<file path="src/rtl/mux_pipe_n_if.sv">
// mux_pipe_n_if: handshake bundle for the registered N:1 select mux.
//   in_data  [N*WIDTH] packed inputs, word i at [i*WIDTH +: WIDTH]
//   sel      [SELW]    index of the word to pass, sampled with in_data
//   in_valid/in_ready  upstream handshake
//   out_data/out_sel   buffer head word and the sel that produced it
//   out_valid/out_ready downstream handshake
//   sel_err            sticky out-of-range select flag, clr_err clears it
// master = upstream/downstream environment, slave = the mux block.
interface mux_pipe_n_if #(
  parameter int unsigned WIDTH = 32,
  parameter int unsigned N     = 4,
  parameter int unsigned SELW  = 2
);
  logic [N*WIDTH-1:0] in_data;
  logic [SELW-1:0]    sel;
  logic               in_valid;
  logic               in_ready;
  logic [WIDTH-1:0]   out_data;
  logic [SELW-1:0]    out_sel;
  logic               out_valid;
  logic               out_ready;
  logic               sel_err;
  logic               clr_err;

  modport master (
    output in_data, sel, in_valid, out_ready, clr_err,
    input  in_ready, out_data, out_sel, out_valid, sel_err
  );

  modport slave (
    input  in_data, sel, in_valid, out_ready, clr_err,
    output in_ready, out_data, out_sel, out_valid, sel_err
  );
endinterface

</file>
<file path="src/rtl/mux_pipe_n.sv">
// mux_pipe_n: registered N:1 datapath mux feeding a 2-entry skid buffer.
//   clk    rising-edge clock
//   rst_n  asynchronous active-low reset
//   bus    mux_pipe_n_if.slave: in_data/sel/in_valid -> in_ready,
//          out_data/out_sel/out_valid <- out_ready, sel_err/clr_err
// All outputs come straight from flops; in_ready depends only on state.
module mux_pipe_n #(
  parameter int unsigned WIDTH = 32,
  parameter int unsigned N     = 4,
  parameter int unsigned SELW  = 2
) (
  input  logic         clk,
  input  logic         rst_n,
  mux_pipe_n_if.slave  bus
);

  // Buffer occupancy doubles as the FSM state.
  typedef enum logic [1:0] {
    EMPTY = 2'd0,
    ONE   = 2'd1,
    FULL  = 2'd2
  } occ_e;

  occ_e             state_q, state_d;
  logic [WIDTH-1:0] head_data_q, head_data_d;
  logic [SELW-1:0]  head_sel_q,  head_sel_d;
  logic [WIDTH-1:0] tail_data_q, tail_data_d;
  logic [SELW-1:0]  tail_sel_q,  tail_sel_d;
  logic             in_ready_q,  in_ready_d;
  logic             sel_err_q,   sel_err_d;

  logic [WIDTH-1:0] pick_data_c;
  logic             sel_oor_c;
  logic             push_c;
  logic             pop_c;

  // Input word selection; an out-of-range sel matches nothing and yields zero.
  always_comb begin : sel_mux
    pick_data_c = '0;
    for (int i = 0; i < int'(N); i++) begin
      if (bus.sel == SELW'(i)) begin
        pick_data_c = bus.in_data[i*WIDTH +: WIDTH];
      end
    end
  end

  assign sel_oor_c = (32'(bus.sel) >= N);

  // Handshakes; in_ready_q is already low when FULL, so no push can occur then.
  assign push_c = bus.in_valid && in_ready_q;
  assign pop_c  = (state_q != EMPTY) && bus.out_ready;

  // Next-state: occupancy, entry moves, ready and sticky error.
  always_comb begin : next_state
    state_d     = state_q;
    head_data_d = head_data_q;
    head_sel_d  = head_sel_q;
    tail_data_d = tail_data_q;
    tail_sel_d  = tail_sel_q;
    sel_err_d   = sel_err_q;

    unique case (state_q)
      EMPTY: begin
        if (push_c) begin
          state_d     = ONE;
          head_data_d = pick_data_c;
          head_sel_d  = bus.sel;
        end
      end
      ONE: begin
        unique case ({push_c, pop_c})
          2'b10: begin
            state_d     = FULL;
            tail_data_d = pick_data_c;
            tail_sel_d  = bus.sel;
          end
          2'b01: begin
            // Head keeps its last value; out_valid drops.
            state_d = EMPTY;
          end
          2'b11: begin
            // Head leaves while the new beat takes its place.
            head_data_d = pick_data_c;
            head_sel_d  = bus.sel;
          end
          default: begin
          end
        endcase
      end
      FULL: begin
        if (pop_c) begin
          state_d     = ONE;
          head_data_d = tail_data_q;
          head_sel_d  = tail_sel_q;
        end
      end
      default: begin
        state_d = EMPTY;
      end
    endcase

    // Ready is registered from the next occupancy to keep stall paths cut.
    in_ready_d = (state_d != FULL);

    // Set beats clear when both land on the same edge.
    if (push_c && sel_oor_c) begin
      sel_err_d = 1'b1;
    end else if (bus.clr_err) begin
      sel_err_d = 1'b0;
    end
  end

  // State register.
  always_ff @(posedge clk or negedge rst_n) begin : regs
    if (!rst_n) begin
      state_q     <= EMPTY;
      head_data_q <= '0;
      head_sel_q  <= '0;
      tail_data_q <= '0;
      tail_sel_q  <= '0;
      in_ready_q  <= 1'b0;
      sel_err_q   <= 1'b0;
    end else begin
      state_q     <= state_d;
      head_data_q <= head_data_d;
      head_sel_q  <= head_sel_d;
      tail_data_q <= tail_data_d;
      tail_sel_q  <= tail_sel_d;
      in_ready_q  <= in_ready_d;
      sel_err_q   <= sel_err_d;
    end
  end

  assign bus.in_ready  = in_ready_q;
  assign bus.out_valid = (state_q != EMPTY);
  assign bus.out_data  = head_data_q;
  assign bus.out_sel   = head_sel_q;
  assign bus.sel_err   = sel_err_q;

endmodule

</file>
<file path="src/flat_wrapper.sv">
// flat-port wrapper written by rule: the top's interface ports become plain ports
module mux_pipe_n_flat 
#(
  parameter int unsigned WIDTH = 32,
  parameter int unsigned N     = 4,
  parameter int unsigned SELW  = 2
)
  (clk, rst_n, bus_in_data, bus_sel, bus_in_valid, bus_out_ready, bus_clr_err, bus_in_ready, bus_out_data, bus_out_sel, bus_out_valid, bus_sel_err);
  mux_pipe_n_if #(.WIDTH(WIDTH), .N(N), .SELW(SELW)) bus_i ();
  input  logic clk;
  input  logic rst_n;
  input wire logic [$bits(bus_i.in_data)-1:0] bus_in_data;
  input wire logic [$bits(bus_i.sel)-1:0] bus_sel;
  input wire logic [$bits(bus_i.in_valid)-1:0] bus_in_valid;
  input wire logic [$bits(bus_i.out_ready)-1:0] bus_out_ready;
  input wire logic [$bits(bus_i.clr_err)-1:0] bus_clr_err;
  output wire logic [$bits(bus_i.in_ready)-1:0] bus_in_ready;
  output wire logic [$bits(bus_i.out_data)-1:0] bus_out_data;
  output wire logic [$bits(bus_i.out_sel)-1:0] bus_out_sel;
  output wire logic [$bits(bus_i.out_valid)-1:0] bus_out_valid;
  output wire logic [$bits(bus_i.sel_err)-1:0] bus_sel_err;
  assign bus_i.in_data = bus_in_data;
  assign bus_i.sel = bus_sel;
  assign bus_i.in_valid = bus_in_valid;
  assign bus_i.out_ready = bus_out_ready;
  assign bus_i.clr_err = bus_clr_err;
  assign bus_in_ready = bus_i.in_ready;
  assign bus_out_data = bus_i.out_data;
  assign bus_out_sel = bus_i.out_sel;
  assign bus_out_valid = bus_i.out_valid;
  assign bus_sel_err = bus_i.sel_err;
  mux_pipe_n #(.WIDTH(WIDTH), .N(N), .SELW(SELW)) u_core (.clk(clk), .rst_n(rst_n), .bus(bus_i));
endmodule
</file>
<file path="config.mk">
export PLATFORM = sky130hd
export DESIGN_NAME = mux_pipe_n_flat
export DESIGN_NICKNAME = d
export VERILOG_FILES = /design/src/rtl/mux_pipe_n_if.sv /design/src/rtl/mux_pipe_n.sv /design/src/flat_wrapper.sv
export SDC_FILE = /design/constraint.sdc
export NUM_CORES = 1
export LEC_CHECK = 0
export CAP_MARGIN = 20
export CORE_MARGIN = 3
export CORE_UTILIZATION = 48
export DETAILED_ROUTE_END_ITERATION = 12
export PLACE_DENSITY = 0.87
export SYNTH_ARGS = -nofsm -noshare
export SYNTH_HDL_FRONTEND = slang
export SYNTH_SLANG_ARGS = --single-unit
</file>
<file path="constraint.sdc">
create_clock -name clk -period 3.8 [get_ports clk]
set_input_delay 0.38 -clock clk [delete_from_list [all_inputs] [get_ports clk]]
set_output_delay 0.38 -clock clk [all_outputs]
set_load 0.03 [all_outputs]
</file>
==> qor.json <==
{
  "grt_pass1_wl": {"value": 18600, "unit": "um"},
  "die_w": {"value": 101, "unit": "um"},
  "via_count_of_the_first_global_routing_pass": {"value": 3772},
  "detail_route.wirelength.met1": {"value": 4830, "unit": "um"},
  "transition_time_at_the_pin_with_the_least_slew_margin": {"value": 0.942, "unit": "ns"},
  "synth_compound_gate_area_share": {"value": 11.4, "unit": "%"},
  "number_of_antenna_violations_at_the_first_check_in_global_routing": {"value": 0},
  "cts_resized": {"value": 0},
  "synthToLayoutAreaGrowth": {"value": 44.4, "unit": "%"},
  "path_cells": {"value": "nand2b_1 -> and2_4 -> a221oi_1 -> mux2_4"},
  "synthesis.area_per_instance": {"value": 11.1, "unit": "um2"},
  "syn_area": {"value": 4360, "unit": "um2"},
  "hold_path_class": {"value": "in -> async"},
  "synth_largest_type_area_fraction": {"value": 40.8, "unit": "%"},
  "synth-seq-area-share": {"value": 40.8, "unit": "%"},
  "tritoncts_buffers": {"value": 9},
  "detailroute.wirelength.met3": {"value": 980, "unit": "um"},
  "pin_count_of_the_biggest_net_entering_global_routing": {"value": 67},
  "synth-adder-area-share": {"value": 0, "unit": "%"},
  "max_stage_delay": {"value": 0.71, "unit": "ns"},
  "critPathTopFamily": {"value": "simple AND/OR/NAND/NOR gates"},
  "layout.core_utilization": {"value": 71.8, "unit": "%"},
  "main_combinational_cell_family_by_area_after_synthesis": {"value": "multiplexers"},
  "worst_setup_path_start_kind": {"value": "flop"},
  "timing.critical_path.required": {"value": 4.02, "unit": "ns"},
  "cts.sink_count": {"value": 71},
  "setup_tns": {"value": 0, "unit": "ns"},
  "p_switching": {"value": 0.00148, "unit": "W"},
  "chipHeight": {"value": 101, "unit": "um"},
  "seqPwrFrac": {"value": 33.2, "unit": "%"},
  "cts_buffer_depth": {"value": 2},
  "path_clk_slew": {"value": 0.08, "unit": "ns"},
  "max_freq": {"value": 420, "unit": "MHz"},
  "route.detailed.wl_per_inst": {"value": 18.0, "unit": "um"},
  "clock_tree_from_tritoncts": {"value": "yes"},
  "fin_skew": {"value": 0.00902, "unit": "ns"},
  "sw_frac_of_total": {"value": 36.1, "unit": "%"},
  "run_status": {"value": "completed"},
  "first_iter_violations": {"value": 95},
  "detailroute.wirelength.met2": {"value": 5940, "unit": "um"},
  "track_usage": {"value": 22.9, "unit": "%"},
  "r2r_start": {"value": "u_core.state_q[0]"},
  "finalHoldViolations": {"value": 0},
  "hpwl_after_detailed_placement": {"value": 8570, "unit": "um"},
  "place.gp.congestion": {"value": 0.764},
  "timing.setup.critical_path_class": {"value": "reg -> reg"},
  "placeableCoreArea": {"value": 8760, "unit": "um2"},
  "timing.final.setup_violations": {"value": 0},
  "synth.mux.area_fraction": {"value": 34.3, "unit": "%"},
  "design.die.area": {"value": 10300, "unit": "um2"},
  "grt_setup_unrepaired": {"value": "no"},
  "synth_cells": {"value": 391},
  "routed_wirelength": {"value": 11900, "unit": "um"},
  "numPortBuffers": {"value": 169},
  "n_antenna_cell": {"value": 0},
  "maximum_fanout_along_the_worst_path": {"value": 30},
  "post_synth_xor_area_fraction": {"value": 0, "unit": "%"},
  "timing.final.max_slew_violations": {"value": 0},
  "fin_crit": {"value": 2.38, "unit": "ns"},
  "critical_path_buf_inv_count": {"value": 0},
  "clockPowerShare": {"value": 19.1, "unit": "%"},
  "route.vias.total": {"value": 3679},
  "first_pass_iters": {"value": 4},
  "static_power_due_to_leakage": {"value": 2.78, "unit": "nW"},
  "cap_viol_max_count": {"value": 0},
  "pin_count": {"value": 172},
  "cp-startpoint": {"value": "u_core.state_q[0]"},
  "synthesis.nets": {"value": 526},
  "timing.critical_path.to_type": {"value": "flop"},
  "htreeDepth": {"value": 3},
  "drtAntennaViolNets": {"value": 0},
  "cp.arrival": {"value": 2.60, "unit": "ns"},
  "total_of_warnings_raised_by_yosys": {"value": 0},
  "worst_path_max_delay_cell": {"value": "sky130_fd_sc_hd__nand2b_1"},
  "internal_power_contribution": {"value": 0.00261, "unit": "W"},
  "topRoutingLayerUsed": {"value": "met4"},
  "power.share.combinational": {"value": 47.7, "unit": "%"},
  "ctsRootBufferMaster": {"value": "sky130_fd_sc_hd__clkbuf_8"},
  "final_min_period_over_clock_period": {"value": 62.6, "unit": "%"},
  "overflow": {"value": 0},
  "post_route_cells_drive_above_1_share": {"value": 18.3, "unit": "%"},
  "synth-simple-area-share": {"value": 8.10, "unit": "%"},
  "holdBufCountCts": {"value": 0},
  "post-cts-setup-buffers": {"value": 0},
  "worst_skew_pair.late_latency": {"value": 0.33, "unit": "ns"},
  "placement_rows": {"value": 34},
  "ys_ff_latch": {"value": 71},
  "timing.max_slew.rel_slack": {"value": 37.2, "unit": "%"},
  "finalNetCount": {"value": 681},
  "post_synthesis_cell_type_count": {"value": 28},
  "initial_core_util": {"value": 49.7, "unit": "%"},
  "power.density": {"value": 650, "unit": "nW/um2"},
  "post-synth-top-area-cell": {"value": "sky130_fd_sc_hd__dfrtp_1"},
  "vdd_ir_drop_max": {"value": 368, "unit": "uV"},
  "synth_area_leaders": {"value": "sky130_fd_sc_hd__dfrtp_1 (41%), sky130_fd_sc_hd__mux2i_1 (14%), sky130_fd_sc_hd__mux2_2 (10%)"},
  "vias_per_cell": {"value": 5.58},
  "drcViolationCount": {"value": 0}
}
-- worst register-to-register path: stages, from the launching register on --
cell                       delay, ns
sky130_fd_sc_hd__dfrtp_1        0.52
sky130_fd_sc_hd__nand2b_1       0.71
sky130_fd_sc_hd__and2_4         0.55
sky130_fd_sc_hd__a221oi_1       0.17
sky130_fd_sc_hd__mux2_4         0.32
-- path summary, 6_finish.rpt --
| check | end | slack (ns) | cells past startpoint |
|---|---|---|---|
| max | u_core.bus.out_data[22] | 1.42 | 4 |
| min | u_core.bus.out_data[10] | 0.11 | 1 |
| max reg2reg | u_core.bus.out_data[22] | 1.42 | 4 |
| min reg2reg | u_core.tail_data_q[2] | 0.48 | 2 |
| max in group asynchronous | u_core.bus.out_data[6] | 2.69 | 2 |
| min in group clk | u_core.tail_data_q[2] | 0.48 | 2 |
-- stage by stage --
step	setup WS, ns	cell area (um2)	hold WS [ns]	total power [W]	std cells
4_1_cts	1.17	6260	0.120	0.00410	657
2_1_floorplan	1.99	4360	0.0844	0.00256	391
5_1_grt	1.26	6290	0.145	0.00431	659
3_5_place_dp	0.798	6000	0.472	0.00330	641
3_3_place_gp	0.875	6000	0.462	0.00321	641
6_report	1.42	6290	0.111	0.00409	659
-- per-layer routing --
| layer | up-vias | GRT usage (%) |
|---|---|---|
| li1 | 1738 | - |
| met1 | 1757 | 29.1 |
| met2 | 172 | 39.3 |
| met3 | 12 | 4.20 |
| met4 | 0 | 7.46 |
| met5 | - | 0 |
-- sequential cells by signal (all words and copies together) (netlist names) --
| name | count |
|---|---|
| u_core.bus.in_ready | 1 |
| u_core.bus.out_sel | 2 |
| u_core.tail_data_q | 32 |
| u_core.state_q | 2 |
| u_core.bus.out_data | 32 |
| u_core.tail_sel_q | 2 |
-- placed cells by master, fill, tap and decap left out --
| master | instances |
|---|---|
| sky130_fd_sc_hd__clkdlybuf4s50_1 | 166 |
| sky130_fd_sc_hd__dfrtp_1 | 71 |
| sky130_fd_sc_hd__mux2i_1 | 62 |
| sky130_fd_sc_hd__mux2_2 | 39 |
| sky130_fd_sc_hd__nand2_1 | 37 |
| sky130_fd_sc_hd__nor2_1 | 35 |
| sky130_fd_sc_hd__o21ai_0 | 33 |
| sky130_fd_sc_hd__mux2_4 | 29 |
| sky130_fd_sc_hd__a221oi_1 | 28 |
| sky130_fd_sc_hd__clkbuf_8 | 9 |
| sky130_fd_sc_hd__buf_4 | 6 |
| sky130_fd_sc_hd__a21oi_1 | 4 |
| sky130_fd_sc_hd__bufinv_16 | 4 |
| sky130_fd_sc_hd__nor3b_1 | 3 |
| sky130_fd_sc_hd__a211oi_1 | 3 |
| sky130_fd_sc_hd__nand2b_1 | 2 |
| sky130_fd_sc_hd__inv_1 | 2 |
| sky130_fd_sc_hd__buf_2 | 2 |
| sky130_fd_sc_hd__nor2b_4 | 1 |
| sky130_fd_sc_hd__and3b_1 | 1 |
| sky130_fd_sc_hd__o21ai_2 | 1 |
| sky130_fd_sc_hd__a21o_1 | 1 |
| sky130_fd_sc_hd__or2_2 | 1 |
| sky130_fd_sc_hd__or3_2 | 1 |
| sky130_fd_sc_hd__nor2_2 | 1 |
| sky130_fd_sc_hd__and2_4 | 1 |
| sky130_fd_sc_hd__o31ai_4 | 1 |
| sky130_fd_sc_hd__a221oi_2 | 1 |
| sky130_fd_sc_hd__conb_1 | 1 |
| sky130_fd_sc_hd__clkinvlp_4 | 1 |
| sky130_fd_sc_hd__clkinv_2 | 1 |
| sky130_fd_sc_hd__clkbuf_1 | 1 |
| sky130_fd_sc_hd__buf_8 | 1 |
| sky130_fd_sc_hd__buf_12 | 1 |
-- Yosys cell counts --
library cell / instances
sky130_fd_sc_hd__mux2i_1: 62
sky130_fd_sc_hd__nand2_1: 37
sky130_fd_sc_hd__o21ai_0: 33
sky130_fd_sc_hd__mux2_2: 39
sky130_fd_sc_hd__a221oi_1: 28
sky130_fd_sc_hd__a221oi_2: 1
sky130_fd_sc_hd__or3_1: 1
sky130_fd_sc_hd__o31ai_2: 1
sky130_fd_sc_hd__clkbuf_1: 4
sky130_fd_sc_hd__dfrtp_1: 71
sky130_fd_sc_hd__nor2b_4: 1
sky130_fd_sc_hd__or2_2: 1
sky130_fd_sc_hd__and3b_1: 1
sky130_fd_sc_hd__and2_4: 1
sky130_fd_sc_hd__a21oi_1: 4
sky130_fd_sc_hd__inv_1: 2
sky130_fd_sc_hd__buf_2: 11
sky130_fd_sc_hd__mux2_4: 29
sky130_fd_sc_hd__buf_4: 8
sky130_fd_sc_hd__buf_1: 1
sky130_fd_sc_hd__buf_6: 8
sky130_fd_sc_hd__nor3b_1: 3
sky130_fd_sc_hd__conb_1: 1
sky130_fd_sc_hd__nand2b_1: 2
sky130_fd_sc_hd__a211oi_1: 3
sky130_fd_sc_hd__o21ai_2: 1
sky130_fd_sc_hd__nor2_1: 36
sky130_fd_sc_hd__a21o_1: 1
-- area by class of cell --
cell class                      instances  area, um2
Multi-Input combinational cell        286       2360
Timing Repair Buffer                  176       1750
Clock buffer                           10        128
Tap cell                              108        135
Sequential cell                        71       1780
Fill cell                             628       2470
Inverter                                2       7.51
Clock inverter                          6        133
-- power groups by stage --
stage                     clock network [W]  registers (W)  logic [W]
after global placement                    0        0.00133    0.00188
final                              0.000782        0.00136    0.00195
after CTS                          0.000794        0.00135    0.00195
after detailed placement                  0        0.00136    0.00194
after floorplan                           0        0.00168   0.000883
after global routing               0.000829        0.00140    0.00209
-- kinds of logic (layout without fill, tap and decap cells) --
| logic type | Yosys count | count (layout) |
|---|---|---|
| AO/OA/AOI/OAI | 72 | 72 |
| flip-flops | 71 | 71 |
| buffers and inverters | 34 | 194 |
| other | 1 | 1 |
| AND/OR/NAND/NOR | 83 | 83 |
| multiplexers | 130 | 130 |
(Power assumes the default switching activity.)
